==> config.mk <==
export PLATFORM = sky130hd
export DESIGN_NAME = alu_mdu_control
export DESIGN_NICKNAME = d
export VERILOG_FILES = /design/src/rtl/alu_mdu_control.sv
export SDC_FILE = /design/constraint.sdc
export NUM_CORES = 1
export LEC_CHECK = 0
export CAP_MARGIN = 20
export CORE_ASPECT_RATIO = 0.9
export CORE_MARGIN = 2
export CORE_UTILIZATION = 45
export CTS_BUF_LIST = sky130_fd_sc_hd__clkbuf_16
export DETAILED_ROUTE_END_ITERATION = 12
export HOLD_SLACK_MARGIN = 0.12
export PLACE_DENSITY = 0.75
export SYNTH_ARGS = -nofsm -noshare
export SYNTH_HDL_FRONTEND = slang
export SYNTH_SLANG_ARGS = --single-unit
==> constraint.sdc <==
create_clock -name clk -period 3.25 [get_ports clk]
set_input_delay 0.65 -clock clk [delete_from_list [all_inputs] [get_ports clk]]
set_output_delay 0.65 -clock clk [all_outputs]
set_load 0.01 [all_outputs]
==> src/rtl/alu_mdu_control.sv <==
// ALU decoder for RV32I/M with a cycle-counting sequencer for the iterative MDU.
// Optional illegal_o output: define ALU_CTRL_ILLEGAL_EN.
module alu_mdu_control #(
  parameter int ALU_OP_WIDTH    = 3,
  parameter int OPERATION_WIDTH = 4,
  parameter int MUL_CYCLES      = 4,
  parameter int DIV_CYCLES      = 32,
  parameter int CNT_WIDTH       = 6
) (
  input  logic                       clk,
  input  logic                       reset,
  input  logic                       funct7_5_i,
  input  logic                       funct7_0_i,
  input  logic [ALU_OP_WIDTH-1:0]    ALU_Op_i,
  input  logic [2:0]                 funct3_i,
  input  logic                       div_by_zero_i,
  input  logic                       flush_i,
  output logic [OPERATION_WIDTH-1:0] ALU_Operation_o,
  output logic                       mdu_start_o,
  output logic [2:0]                 mdu_op_o,
  output logic                       stall_o,
  output logic                       mdu_sel_o,
  output logic                       busy_o
`ifdef ALU_CTRL_ILLEGAL_EN
  ,
  output logic                       illegal_o
`endif
);

  typedef enum logic [1:0] {
    IDLE,
    BUSY,
    DONE
  } state_t;

  localparam logic [ALU_OP_WIDTH-1:0] CL_R   = ALU_OP_WIDTH'(0);
  localparam logic [ALU_OP_WIDTH-1:0] CL_I   = ALU_OP_WIDTH'(1);
  localparam logic [ALU_OP_WIDTH-1:0] CL_LUI = ALU_OP_WIDTH'(2);
  localparam logic [ALU_OP_WIDTH-1:0] CL_BR  = ALU_OP_WIDTH'(3);
  localparam logic [ALU_OP_WIDTH-1:0] CL_MEM = ALU_OP_WIDTH'(4);

  localparam logic [OPERATION_WIDTH-1:0] OP_ADD  = OPERATION_WIDTH'(4'b0000);
  localparam logic [OPERATION_WIDTH-1:0] OP_SUB  = OPERATION_WIDTH'(4'b0001);
  localparam logic [OPERATION_WIDTH-1:0] OP_AND  = OPERATION_WIDTH'(4'b0010);
  localparam logic [OPERATION_WIDTH-1:0] OP_OR   = OPERATION_WIDTH'(4'b0011);
  localparam logic [OPERATION_WIDTH-1:0] OP_XOR  = OPERATION_WIDTH'(4'b0100);
  localparam logic [OPERATION_WIDTH-1:0] OP_SLL  = OPERATION_WIDTH'(4'b0101);
  localparam logic [OPERATION_WIDTH-1:0] OP_SRL  = OPERATION_WIDTH'(4'b0110);
  localparam logic [OPERATION_WIDTH-1:0] OP_SRA  = OPERATION_WIDTH'(4'b0111);
  localparam logic [OPERATION_WIDTH-1:0] OP_SLT  = OPERATION_WIDTH'(4'b1000);
  localparam logic [OPERATION_WIDTH-1:0] OP_SLTU = OPERATION_WIDTH'(4'b1001);
  localparam logic [OPERATION_WIDTH-1:0] OP_LUI  = OPERATION_WIDTH'(4'b1010);

  localparam logic [CNT_WIDTH-1:0] MUL_LOAD = CNT_WIDTH'(MUL_CYCLES - 1);
  localparam logic [CNT_WIDTH-1:0] DIV_LOAD = CNT_WIDTH'(DIV_CYCLES - 1);

  state_t                 state;
  state_t                 state_nxt;
  logic [CNT_WIDTH-1:0]   cnt;
  logic [CNT_WIDTH-1:0]   cnt_nxt;
  logic [2:0]             op_q;
  logic [2:0]             op_nxt;
  logic [OPERATION_WIDTH-1:0] base_op;
  logic [OPERATION_WIDTH-1:0] alu_op;
  logic                   illegal;
  logic                   m_op;
  logic                   is_div;
  logic                   dz_div;
  logic                   start;
  logic                   stall;
  logic                   sel;

  assign m_op   = (ALU_Op_i == CL_R) && funct7_0_i;
  assign is_div = funct3_i[2];
  assign dz_div = is_div && div_by_zero_i;

  always_comb begin
    base_op = OP_ADD;
    unique case (funct3_i)
      3'b000: base_op = OP_ADD;
      3'b001: base_op = OP_SLL;
      3'b010: base_op = OP_SLT;
      3'b011: base_op = OP_SLTU;
      3'b100: base_op = OP_XOR;
      3'b101: base_op = OP_SRL;
      3'b110: base_op = OP_OR;
      3'b111: base_op = OP_AND;
      default: base_op = OP_ADD;
    endcase
  end

  always_comb begin
    alu_op  = OP_ADD;
    illegal = 1'b0;
    if (!m_op) begin
      case (ALU_Op_i)
        CL_R: begin
          if (!funct7_5_i) begin
            alu_op = base_op;
          end else if (funct3_i == 3'b000) begin
            alu_op = OP_SUB;
          end else if (funct3_i == 3'b101) begin
            alu_op = OP_SRA;
          end else begin
            illegal = 1'b1;
          end
        end
        CL_I: begin
          if (funct3_i == 3'b101 && funct7_5_i) alu_op = OP_SRA;
          else                                  alu_op = base_op;
        end
        CL_LUI:  alu_op = OP_LUI;
        CL_BR:   alu_op = OP_SUB;
        CL_MEM:  alu_op = OP_ADD;
        default: illegal = 1'b1;
      endcase
    end
  end

  assign ALU_Operation_o = alu_op;

  always_comb begin
    state_nxt = state;
    cnt_nxt   = cnt;
    op_nxt    = op_q;
    start     = 1'b0;
    stall     = 1'b0;
    sel       = 1'b0;
    unique case (state)
      IDLE: begin
        if (m_op && !flush_i) begin
          stall  = 1'b1;
          op_nxt = funct3_i;
          if (dz_div) begin
            state_nxt = DONE;
          end else begin
            start     = 1'b1;
            cnt_nxt   = is_div ? DIV_LOAD : MUL_LOAD;
            state_nxt = BUSY;
          end
        end
      end
      BUSY: begin
        stall = 1'b1;
        if (cnt == '0) state_nxt = DONE;
        else           cnt_nxt   = cnt - 1'b1;
      end
      DONE: begin
        sel       = 1'b1;
        state_nxt = IDLE;
      end
      default: state_nxt = IDLE;
    endcase
    // flush wins over every transition, including a fresh launch
    if (flush_i) begin
      state_nxt = IDLE;
      cnt_nxt   = '0;
    end
  end

  always_ff @(posedge clk or posedge reset) begin
    if (reset) begin
      state <= IDLE;
      cnt   <= '0;
      op_q  <= 3'b000;
    end else begin
      state <= state_nxt;
      cnt   <= cnt_nxt;
      op_q  <= op_nxt;
    end
  end

  assign mdu_start_o = start && !reset;
  assign stall_o     = stall && !reset;
  assign mdu_sel_o   = sel && !reset;
  assign busy_o      = (state != IDLE) && !reset;
  assign mdu_op_o    = op_q;

`ifdef ALU_CTRL_ILLEGAL_EN
  assign illegal_o = illegal && (state == IDLE) && !reset;
`else
  logic unused_illegal;
  assign unused_illegal = illegal;
`endif

endmodule

==> results of run 1 <==
-- stage by stage --
step | instance area [sq um] | setup TNS [ns]
2_1_floorplan | 906 | 0
3_3_place_gp | 1170 | 0
3_5_place_dp | 1170 | -0.0153
4_1_cts | 1250 | 0
5_1_grt | 1250 | 0
6_report | 1250 | 0
-- worst min-delay path by stage --
stage / depth (start not counted) / startpoint / end
after floorplan: 1 / reset / cnt[0]
after global placement: 1 / mdu_op_o[2] / mdu_op_o[2]
after detailed placement: 1 / mdu_op_o[2] / mdu_op_o[2]
after CTS: 1 / mdu_op_o[0] / mdu_op_o[0]
after global routing: 1 / mdu_op_o[0] / mdu_op_o[0]
final: 1 / mdu_op_o[0] / mdu_op_o[0]
-- flip-flops by register name (all words and copies together) (netlist names) --
name	cells
mdu_op_o	3
state	2
cnt	6
-- final cells by class --
type	count	share of cell area
clock buffers	3	0.0601
repair buffers	32	0.234
inverters	10	0.0300
flip-flops and latches	11	0.220
multi-input cells	79	0.426
clock inverters	1	0.00400
well taps	25	0.0250
-- cells by family (layout without fill, tap and decap cells) --
logic type / Yosys count / count (layout) / synth area share
adder cells (fa/ha/maj): 2 / 2 / 0.0276
AND/OR/NAND/NOR: 38 / 38 / 0.253
AO/OA/AOI/OAI: 35 / 35 / 0.260
buffers and inverters: 16 / 46 / 0.108
multiplexers: 4 / 4 / 0.0483
flip-flops: 11 / 11 / 0.304
-- power groups by stage --
| stage | Combinational [mW] | Sequential [mW] | Clock [mW] |
|---|---|---|---|
| global placement | 0.108 | 0.158 | 0 |
| global route | 0.119 | 0.158 | 0.237 |
| detailed placement | 0.109 | 0.158 | 0 |
| finish | 0.109 | 0.156 | 0.225 |
| CTS | 0.109 | 0.156 | 0.230 |
| floorplan | 0.0522 | 0.160 | 0 |
-- cells in the mapped netlist, types with 2 or more instances --
| master | n |
|---|---|
| sky130_fd_sc_hd__nor3_1 | 6 |
| sky130_fd_sc_hd__a21oi_1 | 9 |
| sky130_fd_sc_hd__o211ai_1 | 2 |
| sky130_fd_sc_hd__nor4_1 | 3 |
| sky130_fd_sc_hd__inv_1 | 10 |
| sky130_fd_sc_hd__nand3_1 | 2 |
| sky130_fd_sc_hd__nand2b_1 | 2 |
| sky130_fd_sc_hd__dfrtp_1 | 11 |
| sky130_fd_sc_hd__o32ai_1 | 3 |
| sky130_fd_sc_hd__nor2_1 | 10 |
| sky130_fd_sc_hd__ha_1 | 2 |
| sky130_fd_sc_hd__a31oi_1 | 4 |
| sky130_fd_sc_hd__a211oi_1 | 2 |
| sky130_fd_sc_hd__clkbuf_1 | 3 |
| sky130_fd_sc_hd__nor3b_1 | 2 |
| sky130_fd_sc_hd__nand2_1 | 3 |
| sky130_fd_sc_hd__mux2_2 | 3 |
| sky130_fd_sc_hd__nor2b_1 | 3 |
| sky130_fd_sc_hd__o21ai_0 | 6 |
| sky130_fd_sc_hd__a21boi_0 | 2 |
-- per-layer routing --
metal | track usage | vias to the layer above | wire length [um]
li1 | - | 460 | -
met1 | 0.270 | 420 | 1000
met4 | 0.0947 | 0 | 42
met3 | 0.0487 | 4 | 143
met5 | 0 | - | 0
met2 | 0.325 | 35 | 942
-- repair_timing --
| item | 4_1_cts | 5_1_grt |
|---|---|---|
| endpoints found under the setup margin | 2 | 0 |
| setup buffers | 0 | 0 |
| gates resized for setup | 2 | 0 |
==> metrics.txt, run 1 <==
DR DRC count 0; minimum setup slack after placement -0.0153 ns; Crit path largest cell delay 0.55 ns; maximum number of pins on one net before global-route repair 19; required time of the worst setup path 2.60 ns; Worst slew margin 0.497; Critical Path Source Type input port; maximum vdd ir drop approximately 540 uV; Power per Cell Area 392 nW/um^2; Min Clock Period, post-route 3.16 ns; biggest area consumer among synthesized cells sky130_fd_sc_hd__dfrtp_1; CTS Buffer Depth 2; cells taking the most area after synthesis sky130_fd_sc_hd__dfrtp_1 30%, sky130_fd_sc_hd__a21oi_1 5.0%, sky130_fd_sc_hd__inv_1 4.1%; max-slew violation count 0; number of buffer and inverter instances along the worst setup path 2; register area 275 sq um; Total Wirelength 2.13 mm; Num Clock Sinks 11; TritonCTS clock tree built; number of standard-cell rows in the floorplan 15; async set or reset register ratio after synthesis 1.00; area of the placeable core between 1500 and 2000 sq um; crit end category primary output; grt total ovfl 0; Critical Path End ALU_Operation_o[0]; ratio of routed vias to standard cells 5.71; top library cells by usage in the layout, fill and taps aside 20 x sky130_fd_sc_hd__clkdlybuf4s50_1, 11 x sky130_fd_sc_hd__dfrtp_1, 10 x sky130_fd_sc_hd__nor2_1, 10 x sky130_fd_sc_hd__inv_1, 10 x sky130_fd_sc_hd__buf_4; Synth Flop Type sky130_fd_sc_hd__dfrtp_1; post-route non-filler standard cell count 161; mean post-synth cell area 8.55 sq um; switching power as a share of total power 0.241; total die area 2390 sq um; starting utilization of the core area 0.473; sequential-to-total area share from yosys stat 0.304; Routed WL per cell 13.2 um; Max Freq 0.317 GHz; root buffer selected by CTS sky130_fd_sc_hd__clkbuf_16; hold violation count in the final report 0; share of power burned in the clock network 0.459; number of register bits inferred by synthesis 11; total routing resource utilization after global routing 0.206; transition time at the pin with the least slew margin 0.749 ns; timing startpoint of the critical path funct3_i[1]; Routability Congestion 0.852; number of I/O port buffers 22; Worst Skew between 0.0015 and 0.002 ns; share of total power in combinational logic 0.223; leading cell type in the layout, fill and taps excluded sky130_fd_sc_hd__clkdlybuf4s50_1; number of antenna diodes 0; startpoint of the lowest-slack register-to-register path cnt[3]; reg2reg setup slack 1.29 ns; vertical extent of the die 46.6 um; Ys Warns 0; ratio of final minimum period to clock period 0.972; Hold Path Class flip-flop to flip-flop; cell at the slowest stage of the critical path sky130_fd_sc_hd__clkdlybuf4s50_1; Yosys top cell area share 0.304; Sw Pwr roughly 120 uW; top fanout value on the critical path 2; I/O pin total 23; run status completed; clock slew at reported path FFs 0.04 ns; worst hold slack after final layout 0.505 ns; number of setup violations in the final report 0; RR Endpoint cnt[3]; detailed-routing iteration count for the pre-antenna-repair pass 4; RSZ-0062 raised after global routing false; layout overhead on the synthesized area 38.0%; number of nets produced by synthesis 120; number of buffers added by the clock tree synthesis step 3; die width a little over 50 um; cell leakage power approximately 0.52 nW; count of maximum capacitance violations 0; cells along the critical path clkdlybuf4s50_1 -> or3b_2 -> o211ai_1 -> o211ai_1 -> a21oi_1 -> clkdlybuf4s50_1; final layout net count 151; number of distinct library cell variants in the gate-level netlist after synthesis 38; post-route total power about 490 uW; number of stages on the worst setup path 6; post-synthesis cell area 906 sq um; path depth of the worst reg2reg path 4; Iter 0 DRT Violations 32; share of the core filled with cells in the final layout 0.653; post-detailed-placement half-perimeter wirelength 1.63 mm; area occupied by multi-input gates 533 sq um; fill cell count between 150 and 200; wire length of the first global-routing pass about 3.5 mm; post-route worst setup slack 0.0923 ns; cell-internal power 372 uW; fraction of final layout cells sized beyond drive strength 1 0.176; vias in the first global route between 700 and 800; category of the critical setup timing path input port to primary output; count of flip-flops with a built-in enable after synthesis 0; family of cells with the greatest summed delay on the critical path buffers and inverters; routed via count slightly above 900; cell total after placement 157; arrival time worst endpoint 2.51 ns; worst skew pair latency 0.24 ns; DRT antenna net count 0; hold bufs inserted after CTS 0; post-synthesis cell count around 110; power share of the sequential group 0.319; antenna violations before repair 0; depth of the CTS H-tree 1
(Power assumes the default switching activity.)
==> inputs of run 2 (changes only) <==
--- a/config.mk
+++ b/config.mk
@@ -10,9 +10,11 @@
 export CORE_MARGIN = 2
 export CORE_UTILIZATION = 45
 export CTS_BUF_LIST = sky130_fd_sc_hd__clkbuf_16
+export CTS_CLUSTER_SIZE = 40
 export DETAILED_ROUTE_END_ITERATION = 12
-export HOLD_SLACK_MARGIN = 0.12
+export HOLD_SLACK_MARGIN = 0.1
 export PLACE_DENSITY = 0.75
 export SYNTH_ARGS = -nofsm -noshare
 export SYNTH_HDL_FRONTEND = slang
 export SYNTH_SLANG_ARGS = --single-unit
+export TNS_END_PERCENT = 20
==> results of run 2 <==
The final DEF is identical to that of run 1; final timing and power are the same.
